===== src/rtl/cp0_pkg.sv =====
//------------------------------------------------------------------------------
// Module      : cp0_pkg
// Description : Shared CP0 constants: register numbers, field positions,
//               exception codes, PRId value and exception handler address.
// Revision    : 1.0 - initial release
//------------------------------------------------------------------------------
`default_nettype none

package cp0_pkg;

    // Register numbers
    localparam logic [4:0]  C_REG_SR    = 5'd12;
    localparam logic [4:0]  C_REG_CAUSE = 5'd13;
    localparam logic [4:0]  C_REG_EPC   = 5'd14;
    localparam logic [4:0]  C_REG_PRID  = 5'd15;

    // SR field positions
    localparam int C_SR_IM_HI  = 15;
    localparam int C_SR_IM_LO  = 10;
    localparam int C_SR_EXL    = 1;
    localparam int C_SR_IE     = 0;

    // Cause field positions
    localparam int C_CAUSE_BD     = 31;
    localparam int C_CAUSE_IP_HI  = 15;
    localparam int C_CAUSE_IP_LO  = 10;
    localparam int C_CAUSE_EXC_HI = 6;
    localparam int C_CAUSE_EXC_LO = 2;

    // ExcCode values
    localparam logic [4:0]  C_EXC_INT     = 5'd0;
    localparam logic [4:0]  C_EXC_ADEL    = 5'd4;
    localparam logic [4:0]  C_EXC_ADES    = 5'd5;
    localparam logic [4:0]  C_EXC_SYSCALL = 5'd8;
    localparam logic [4:0]  C_EXC_RI      = 5'd10;
    localparam logic [4:0]  C_EXC_OV      = 5'd12;

    localparam logic [31:0] C_PRID_VALUE   = 32'h4D49_5053;
    localparam logic [31:0] C_HANDLER_ADDR = 32'h0000_4180;

endpackage

`default_nettype wire


===== src/rtl/cp0.sv =====
//------------------------------------------------------------------------------
// Module      : cp0
// Description : Coprocessor 0: SR/Cause/EPC/PRId, interrupt and exception
//               request generation, mtc0/mfc0 and eret support.
// Revision    : 1.0 - initial release
//------------------------------------------------------------------------------
`default_nettype none

module cp0
    import cp0_pkg::*;
(
    input  logic        clk,
    input  logic        reset,
    input  logic        en,
    input  logic [4:0]  CP0Add,
    input  logic [31:0] CP0In,
    input  logic [31:0] VPC,
    input  logic        BDIn,
    input  logic [4:0]  ExcCodeIn,
    input  logic [5:0]  HWInt,
    input  logic        EXLClr,
    output logic [31:0] CP0Out,
    output logic [31:0] EPCOut,
    output logic        Req
);

    logic [5:0]  r_im;
    logic        r_exl;
    logic        r_ie;
    logic        r_bd;
    logic [5:0]  r_ip;
    logic [4:0]  r_exc_code;
    logic [31:0] r_epc;

    logic        w_int_req;
    logic        w_exc_req;
    logic        w_wr;
    logic [31:0] w_sr;
    logic [31:0] w_cause;
    logic [31:0] w_epc_victim;

    assign w_int_req = r_ie & ~r_exl & (|(HWInt & r_im));
    assign w_exc_req = ~r_exl & (ExcCodeIn != 5'd0);
    assign Req       = w_int_req | w_exc_req;
    assign w_wr      = en & ~Req;

    // Victim in a delay slot restarts at the branch, one word earlier
    assign w_epc_victim = {VPC[31:2], 2'b00} - (BDIn ? 32'd4 : 32'd0);

    always_ff @(posedge clk) begin
        if (reset) begin
            r_im       <= '0;
            r_exl      <= 1'b0;
            r_ie       <= 1'b0;
            r_bd       <= 1'b0;
            r_ip       <= '0;
            r_exc_code <= '0;
            r_epc      <= '0;
        end else begin
            r_ip <= HWInt;
            if (Req) begin
                r_exl      <= 1'b1;
                r_bd       <= BDIn;
                r_exc_code <= w_int_req ? C_EXC_INT : ExcCodeIn;
                r_epc      <= w_epc_victim;
            end else begin
                if (w_wr && CP0Add == C_REG_SR) begin
                    r_im  <= CP0In[C_SR_IM_HI:C_SR_IM_LO];
                    r_exl <= CP0In[C_SR_EXL];
                    r_ie  <= CP0In[C_SR_IE];
                end else if (EXLClr) begin
                    r_exl <= 1'b0;
                end
                if (w_wr && CP0Add == C_REG_EPC) begin
                    r_epc <= CP0In;
                end
            end
        end
    end

    always_comb begin
        w_sr                          = '0;
        w_sr[C_SR_IM_HI:C_SR_IM_LO]   = r_im;
        w_sr[C_SR_EXL]                = r_exl;
        w_sr[C_SR_IE]                 = r_ie;

        w_cause                                 = '0;
        w_cause[C_CAUSE_BD]                     = r_bd;
        w_cause[C_CAUSE_IP_HI:C_CAUSE_IP_LO]    = r_ip;
        w_cause[C_CAUSE_EXC_HI:C_CAUSE_EXC_LO]  = r_exc_code;
    end

    always_comb begin
        CP0Out = '0;
        case (CP0Add)
            C_REG_SR:    CP0Out = w_sr;
            C_REG_CAUSE: CP0Out = w_cause;
            C_REG_EPC:   CP0Out = r_epc;
            C_REG_PRID:  CP0Out = C_PRID_VALUE;
            default:     CP0Out = '0;
        endcase
    end

    // Forward a same-cycle EPC write to an eret that immediately follows
    assign EPCOut = (en && CP0Add == C_REG_EPC) ? CP0In : r_epc;

endmodule

`default_nettype wire

===== config.mk =====
export PLATFORM = sky130hd
export DESIGN_NAME = cp0
export DESIGN_NICKNAME = d
export VERILOG_FILES = /design/src/rtl/cp0_pkg.sv /design/src/rtl/cp0.sv
export SDC_FILE = /design/constraint.sdc
export NUM_CORES = 1
export LEC_CHECK = 0
export ABC_AREA = 1
export BUFFER_PORTS_ARGS = -buffer_cell sky130_fd_sc_hd__buf_2
export CORE_UTILIZATION = 48
export DETAILED_ROUTE_END_ITERATION = 10
export PLACE_DENSITY = 0.81
export SYNTH_ARGS = -nofsm -noshare
export SYNTH_HDL_FRONTEND = slang
export SYNTH_SLANG_ARGS = --single-unit

===== constraint.sdc =====
create_clock -name clk -period 1.65 [get_ports clk]
set_input_delay 0.0825 -clock clk [delete_from_list [all_inputs] [get_ports clk]]
set_output_delay 0.0825 -clock clk [all_outputs]
set_load 0.005 [all_outputs]

* Yosys cells after proc, flatten, opt, wreduce, memory -nomap -nowiden
Index checks and enable logic that the tools add are counted.
** Operators by class
- Add/subtract/negate cells :: 1
- Equal/unequal tests :: 4
- Multiplexer cells :: 9
- Bitwise logic cells :: 8
- Reductions and logical operators :: 8
** Operators by type and width (count)
- case mux 32 bit (4 select lines) :: 1
- two-way mux 32 bit :: 3
- subtractor 32 x 3 -> 32 bit :: 1
- equality test 5 x 4 -> 1 bit, second input constant :: 4
- AND 6 bit :: 1
- OR reduction 6 bit :: 1
- two-way mux 5 bit :: 1
- nonzero test 5 bit :: 1
- AND 1 bit :: 4
- logical AND 1 bit :: 3
- two-way mux 1 bit :: 3
- two-way mux 3 bit :: 1
- nonzero test 3 bit :: 1
- NOT 1 bit :: 2
- AND reduction 2 bit :: 1
- nonzero test 2 bit :: 1
- OR 1 bit :: 1
** Storage, ports and cells
- Register bits :: 52
- Output and inout bits :: 65

* Depth between registers and ports, before layout
Gate-level depths: netlist (run 1).
- Depth after elaboration :: 9
- Gate-level depth with buffers :: 11
- Depth with buffers taken out :: 10

* Worst setup path after synthesis (run 1)
No wires, ideal clock.
- Kind :: input-to-reg
- Start :: input port VPC[2]
- End :: register r_epc[30]
- Setup time :: 121 ps
- Arrival time :: 1210 ps
- Data required time :: 1529 ps
- Slack :: 319 ps
- Cell stages on the path :: 10
- Buffers on the path :: 0
- Path through :: inv_1 > ha_1 > ha_1 > nand3_1 > nor2_1 > nand3_1 > nor2_1 > nand2_1 > nand2_1 > o21ai_0
** Between the ends
- Cells in the longest elaborated chain, start to end :: 2
** RTL lines
- start, declared :: RTL line cp0.sv:17 : input logic [31:0] VPC,
- subtractor 32 x 3 -> 32 bit :: RTL line cp0.sv:48 : assign w_epc_victim = {VPC[31:2], 2'b00} - (BDIn ? 32'd4 : 32'd0);
- two-way mux 32 bit :: RTL line cp0.sv:61 : if (Req) begin
- end signal, assigned :: RTL line cp0.sv:65 : r_epc <= w_epc_victim;
- end signal, assigned :: RTL line cp0.sv:75 : r_epc <= CP0In;
- end, declared :: RTL line cp0.sv:33 : logic [31:0] r_epc;
No other way between the ends.
A chain may end at the register's enable or synchronous reset.

* Worst setup path after layout (run 1)
- Start :: input port HWInt[3]
- End :: output port Req
** Between the ends
- Cells in the longest elaborated chain, start to end :: 4
** RTL lines
- start, declared :: RTL line cp0.sv:20 : input logic [5:0] HWInt,
- AND 6 bit :: RTL line cp0.sv:42 : assign w_int_req = r_ie & ~r_exl & (|(HWInt & r_im));
- OR reduction 6 bit :: RTL line cp0.sv:42
- AND 1 bit :: RTL line cp0.sv:42
- OR 1 bit :: RTL line cp0.sv:44 : assign Req = w_int_req | w_exc_req;
- end, declared :: RTL line cp0.sv:24 : output logic Req
No other way between the ends.

==> results of run 1 <==
[cell type report]
type	count	area share
Inverter	77	0.0656
Sequential cell	52	0.233
Clock buffer	5	0.0154
Timing Repair Buffer	168	0.211
Clock inverter	3	0.00420
Tap cell	96	0.0269
Multi-Input combinational cell	418	0.444
[per-stage QoR]
step / power [mW] / util / hold slack (ps) / area [µm²]
6_report: 2.85 / 0.653 / 9.57 / 4460
4_1_cts: 2.84 / 0.647 / 2.43 / 4420
5_1_grt: 3.01 / 0.653 / 15.0 / 4460
2_1_floorplan: 1.78 / - / 189 / 3400
3_3_place_gp: 2.09 / 0.629 / 304 / 4300
3_5_place_dp: 2.11 / 0.629 / 311 / 4300
[cell usage after synthesis, types with 6 or more instances]
library cell	number	share of area
nand2_1	164	0.18
xnor2_1	9	0.023
nand4_1	7	0.013
o211ai_1	6	0.013
inv_1	75	0.083
nor2_1	83	0.092
o21ai_0	57	0.084
xor2_1	9	0.023
nand3_1	36	0.053
dfxtp_1	52	0.31
a21oi_1	13	0.019
[path summary, 6_finish.rpt]
check,start,to,depth (start not counted)
max reg2reg,r_im[3],r_ie,10
max,HWInt[3],Req,10
min reg2reg,r_exc_code[1],r_exc_code[1],2
min,BDIn,r_bd,3
[flip-flops by register name (all words and copies together) (netlist names)]
signal / flops
r_bd: 1
r_epc: 32
r_exc_code: 5
r_exl: 1
r_ie: 1
r_im: 6
r_ip: 6
[report_power, final]
part	internal (mW)	leakage, nW	switching, mW	total, mW
logic	0.302	1.73	0.425	0.727
registers	1.35	0.429	0.0304	1.38
clock network	0.297	0.0479	0.443	0.740
[kinds of logic after synthesis]
kind of cell | count (synthesis)
buffers and inverters | 94
adder cells (fa/ha/maj) | 2
XOR/XNOR | 18
flip-flops | 52
AND/OR/NAND/NOR | 305
AO/OA/AOI/OAI | 93
[metal layers]
| layer | vias up | GRT usage |
|---|---|---|
| met5 | - | 0 |
| met3 | 17 | 0.0276 |
| met1 | 1858 | 0.386 |
| met4 | 0 | 0.0924 |
| li1 | 2096 | - |
| met2 | 182 | 0.517 |
[timing repair]
item | CTS | global route
gates resized for setup | 0 | 7
hold buffers | 4 | 2
endpoints found under the setup margin | 0 | 18
hold endpoints to repair | 4 | 2
[worst max-delay path: stages]
cell and delay (ps):
dlygate4sd3_1 540, buf_2 130, nand2_1 60, nand2_1 50, nor2_1 80, nand2_1 80
nand2_2 80, nand2_4 80, buf_8 160, buf_2 130
[placed cells by master, fill, tap and decap left out]
cell type      instances
nand2_1              162
buf_2                147
nor2_1                83
inv_1                 74
o21ai_0               57
dfxtp_1               52
nand3_1               36
a21oi_1               13
buf_4                 12
xor2_1                 9
xnor2_1                9
nand4_1                7
o211ai_1               6
dlygate4sd3_1          6
o22ai_1                5
o21a_1                 5
clkbuf_8               5
nor2_2                 3
nand2_2                3
o21ai_2                3
nor3_1                 3
nor2_4                 2
nand2_4                2
o221ai_1               2
o21ai_1                2
and2_1                 2
ha_1                   2
clkinv_2               2
buf_12                 2
clkinv_1               1
nor2_8                 1
clkinvlp_4             1
inv_2                  1
nand3b_1               1
clkinv_4               1
buf_8                  1
==> flow_metrics.tcl, run 1 <==
set metrics [dict create \
    maxCapViolations 0 \
    hold_viol 0 \
    power_density_nw_per_um2 639 \
    setup_viol 0 \
    route.met2.wl_mm 5.16 \
    dieHeight_um 86.2 \
    vias 4153 \
    numClockSinks 52 \
    startpoint_type "primary input" \
    area_delta_synth_final_pct 31.1 \
    ff2ff_setup_slack_ps 200 \
    cts-htree-levels 2 \
    io_pins 150 \
    worstSkewPairLatency_ps 310 \
    synth_area_per_cell_um2 6.04 \
    synth_compound_area_frac 0.152 \
    grt_remaining_overflow 0 \
    grt_pass1_wl_mm 17.4 \
    viasPerCell 5.07 \
    routed_wl_mm 10.9 \
    fin_cells 819 \
    numCtsBuffers 5 \
    drt-initial-drc-count 243 \
    met1_length_mm 4.91 \
    cp.arrival_ps 1480 \
    fin_crit_ps 1560 \
    diodes 0 \
    setup_tns_ps 0 \
    fillers 683 \
    rows 30 \
    die_area_um2 7430 \
    synth_seq_cells 52 \
    cts_setup_buffers 0 \
    dp_hpwl_mm 8.61 \
    placed_cells 805 \
    synthCells 564 \
    synthMuxAreaShare 0 \
    max-vdd-ir-drop_mv 0.348 \
    firstDrtPassIters 6 \
    place_ws_ps 78.6 \
    outcome "finished clean" \
    nets 809 \
    synth_top_family_by_area "simple AND/OR/NAND/NOR gates" \
    hold_class "primary input to flip-flop" \
    cp_max_fo 13 \
    final_layout_size_suffix_gt1_frac 0.257 \
    seq_area_um2 1040 \
    synth_edf_count 0 \
    skew_ps 10.5 \
    power_leakage_nw 2.20 \
    grt_pass1_vias 3778 \
    multi_input_area_um2 1980 \
    syn_area_um2 3400 \
    highest_layer "met4" \
    async_reset_ff_frac 0 \
    ant_nets 0 \
    clockBufferDepth 2 \
    worst_slew_pin_slew_ps 625 \
    critPathCaptureType "output port" \
    met3_length_um 620 \
    start_util 0.498 \
    yosys.area_share.adder 0.00735 \
    rsz0062_at_grt "no" \
    antenna_found_initial 0 \
    cts_tree "built" \
    clk_pin_slew_ps 90 \
    slew_viol_final 0 \
    syn_nets 651 \
    grt_start_max_net_pins 37 \
    gp_congestion 0.932 \
    cp.required_ps 1570 \
    ys.flop_type "dfxtp_1" \
    io_buffers 147 \
    wire_per_inst_um 13.3 \
    core_um2 6830 \
    synth_xor_area_frac 0.0463 \
    relSlewSlack 0.582 \
    ys_seq_area_frac 0.306 \
    die_w_um 86.2 \
    critical_path_class "primary input to output port" \
    fmax_mhz 640 \
    fin_ws_ps 87.3 \
    yosys.area_share.simple 0.373 \
    synthDistinctLibCells 32 \
    yosys_warnings 0 \
    clockRootBuffer "clkbuf_8" \
    grt.total_usage 0.296 \
    drc 0 \
    finalCritPeriodShare 0.947 \
]
(Power assumes the default switching activity.)
==> run 2, diff against run 1 <==
Settings changed: CORE_UTILIZATION 48 to 49, CTS_BUF_LIST set to sky130_fd_sc_hd__clkbuf_4 sky130_fd_sc_hd__clkbuf_8, PLACE_DENSITY 0.81 to 0.82.
==> run 2 against run 1 <==
Compared with the run above:
- clock skew is 1.1 ps higher
- non-clock buffer count is the same
- die area down 2.0%
- sequential cell count unchanged
- core utilization rose by 1.0 points
- cell count decreased by 2.0%
- sequential power barely moved
- first-iteration DRC count is 0.41% higher
- via count is 0.17% lower
- register-to-register slack worse by 30 ps
- count of clock-buffer cells in the layout unchanged
==> flow_metrics.tcl, run 2 (synthesis results as in run 1) <==
set metrics [dict create \
    outcome "finished clean" \
    multi_input_area_um2 1970 \
    relSlewSlack 0.662 \
    critical_path_class "primary input to output port" \
    numClockSinks 52 \
    worst_slew_pin_slew_ps 505 \
    rsz0062_at_grt "yes" \
    vias 4146 \
    max-vdd-ir-drop_mv 0.399 \
    setup_viol 0 \
    fmax_mhz 655 \
    cts-htree-levels 2 \
    start_util 0.504 \
    startpoint_type "primary input" \
    setup_tns_ps 0 \
    p_int_mw 2.26 \
    fin_crit_ps 1530 \
    clockRootBuffer "clkbuf_8" \
    rows 30 \
    seq_area_um2 1040 \
    cp_max_fo 12 \
    mostFrequentLayoutCells "nand2_1, buf_2, nor2_1" \
    clockBufferDepth 2 \
    skew_ps 11.7 \
    grt_start_max_net_pins 33 \
    hold_class "primary input to flip-flop" \
    largestRegisters "r_epc: 32 flops, r_im: 6 flops, r_ip: 6 flops" \
    final_layout_size_suffix_gt1_frac 0.256 \
    dieHeight_um 85.4 \
    routed_wl_mm 10.8 \
    die_area_um2 7290 \
    grt_pass1_vias 3730 \
    cp.required_ps 1570 \
    io_pins 150 \
    swShare 0.287 \
    drt-initial-drc-count 244 \
    numCtsBuffers 5 \
    hold_viol 0 \
    drc 0 \
    pwr-share-seq 0.436 \
    maxCapViolations 0 \
    dp_hpwl_mm 8.55 \
    layout_commonest_cell "nand2_1" \
    ff2ff_setup_slack_ps 170 \
    cp.arrival_ps 1440 \
    power_density_nw_per_um2 709 \
    grt_pass1_wl_mm 17.3 \
    viasPerCell 5.16 \
    antenna_found_initial 0 \
    worstSkewPairLatency_ps 310 \
    area_delta_synth_final_pct 31.7 \
    nets 809 \
    fillers 666 \
    finalCritPeriodShare 0.925 \
    ant_nets 0 \
    grt_remaining_overflow 0 \
    p_clk_frac 0.337 \
    gp_congestion 0.940 \
    critPathCaptureType "output port" \
    clk_pin_slew_ps 90 \
    die_w_um 85.4 \
    wire_per_inst_um 13.4 \
    place_ws_ps 64.3 \
    grt.total_usage 0.296 \
    core_um2 6760 \
    regMostFlops "r_epc" \
    power_leakage_nw 2.22 \
    p_switching_mw 0.914 \
    diodes 0 \
    fin_ws_ps 124 \
    comb_power_share 0.227 \
    io_buffers 147 \
    slew_viol_final 0 \
    cts_setup_buffers 0 \
    cts_tree "built" \
    largest_register_ff_count 32 \
    firstDrtPassIters 5 \
]
==> run 2: critical path, stage by stage <==
cell	delay [ps]
dlygate4sd3_1	520
buf_2	130
nand2_1	60
nand2_1	40
inv_1	40
nand2_1	70
nand2_1	80
nand2_2	110
buf_6	170
buf_2	130
==> run 2: metal layers <==
metal / share of wire / GRT usage / up-vias
li1: - / - / 2087
met1: 0.45 / 0.392 / 1866
met2: 0.47 / 0.515 / 176
met3: 0.068 / 0.0340 / 17
met4: 0.013 / 0.0727 / 0
met5: 0 / 0 / -
==> run 2: path summary, 6_finish.rpt <==
check	startpoint	to	cells past startpoint
worst max-delay path	HWInt[1]	Req	10
worst min-delay path	ExcCodeIn[1]	r_exc_code[1]	3
worst max register to register	r_im[2]	r_epc[30]	10
worst min register to register	r_epc[22]	r_epc[22]	2
==> run 2: final cells by class <==
type	count	share of cell area
clock inverter	3	0.0153
multi-input combinational	418	0.440
inverter	77	0.0653
clock buffer	5	0.0153
tap	80	0.0223
sequential	52	0.232
timing repair buffer	168	0.209
==> run 2: what timing repair did <==
item / 4_1_cts / 5_1_grt
endpoints found under the setup margin: 0 / 11
endpoints found under the hold margin: 5 / 0
hold buffers: 5 / 0
gates resized for setup: 0 / 4
==> run 2: per-stage QoR <==
stage	util	cell area [µm²]	cells	hold WS, ps	total power [mW]
after global placement	0.634	4280	790	302	2.10
after floorplan	-	3400	564	189	1.78
after global routing	0.664	4480	803	7.63	3.33
after CTS	0.662	4470	803	6.16	3.17
final	0.664	4480	803	15.7	3.18
after detailed placement	0.634	4280	790	305	2.11
==> run 2: power by group through the flow <==
stage / Sequential (mW) / Clock, mW / Combinational, mW
2_1_floorplan: 1.40 / 0 / 0.372
3_3_place_gp: 1.41 / 0 / 0.689
3_5_place_dp: 1.41 / 0 / 0.698
4_1_cts: 1.38 / 1.08 / 0.712
5_1_grt: 1.40 / 1.13 / 0.807
6_report: 1.39 / 1.07 / 0.723
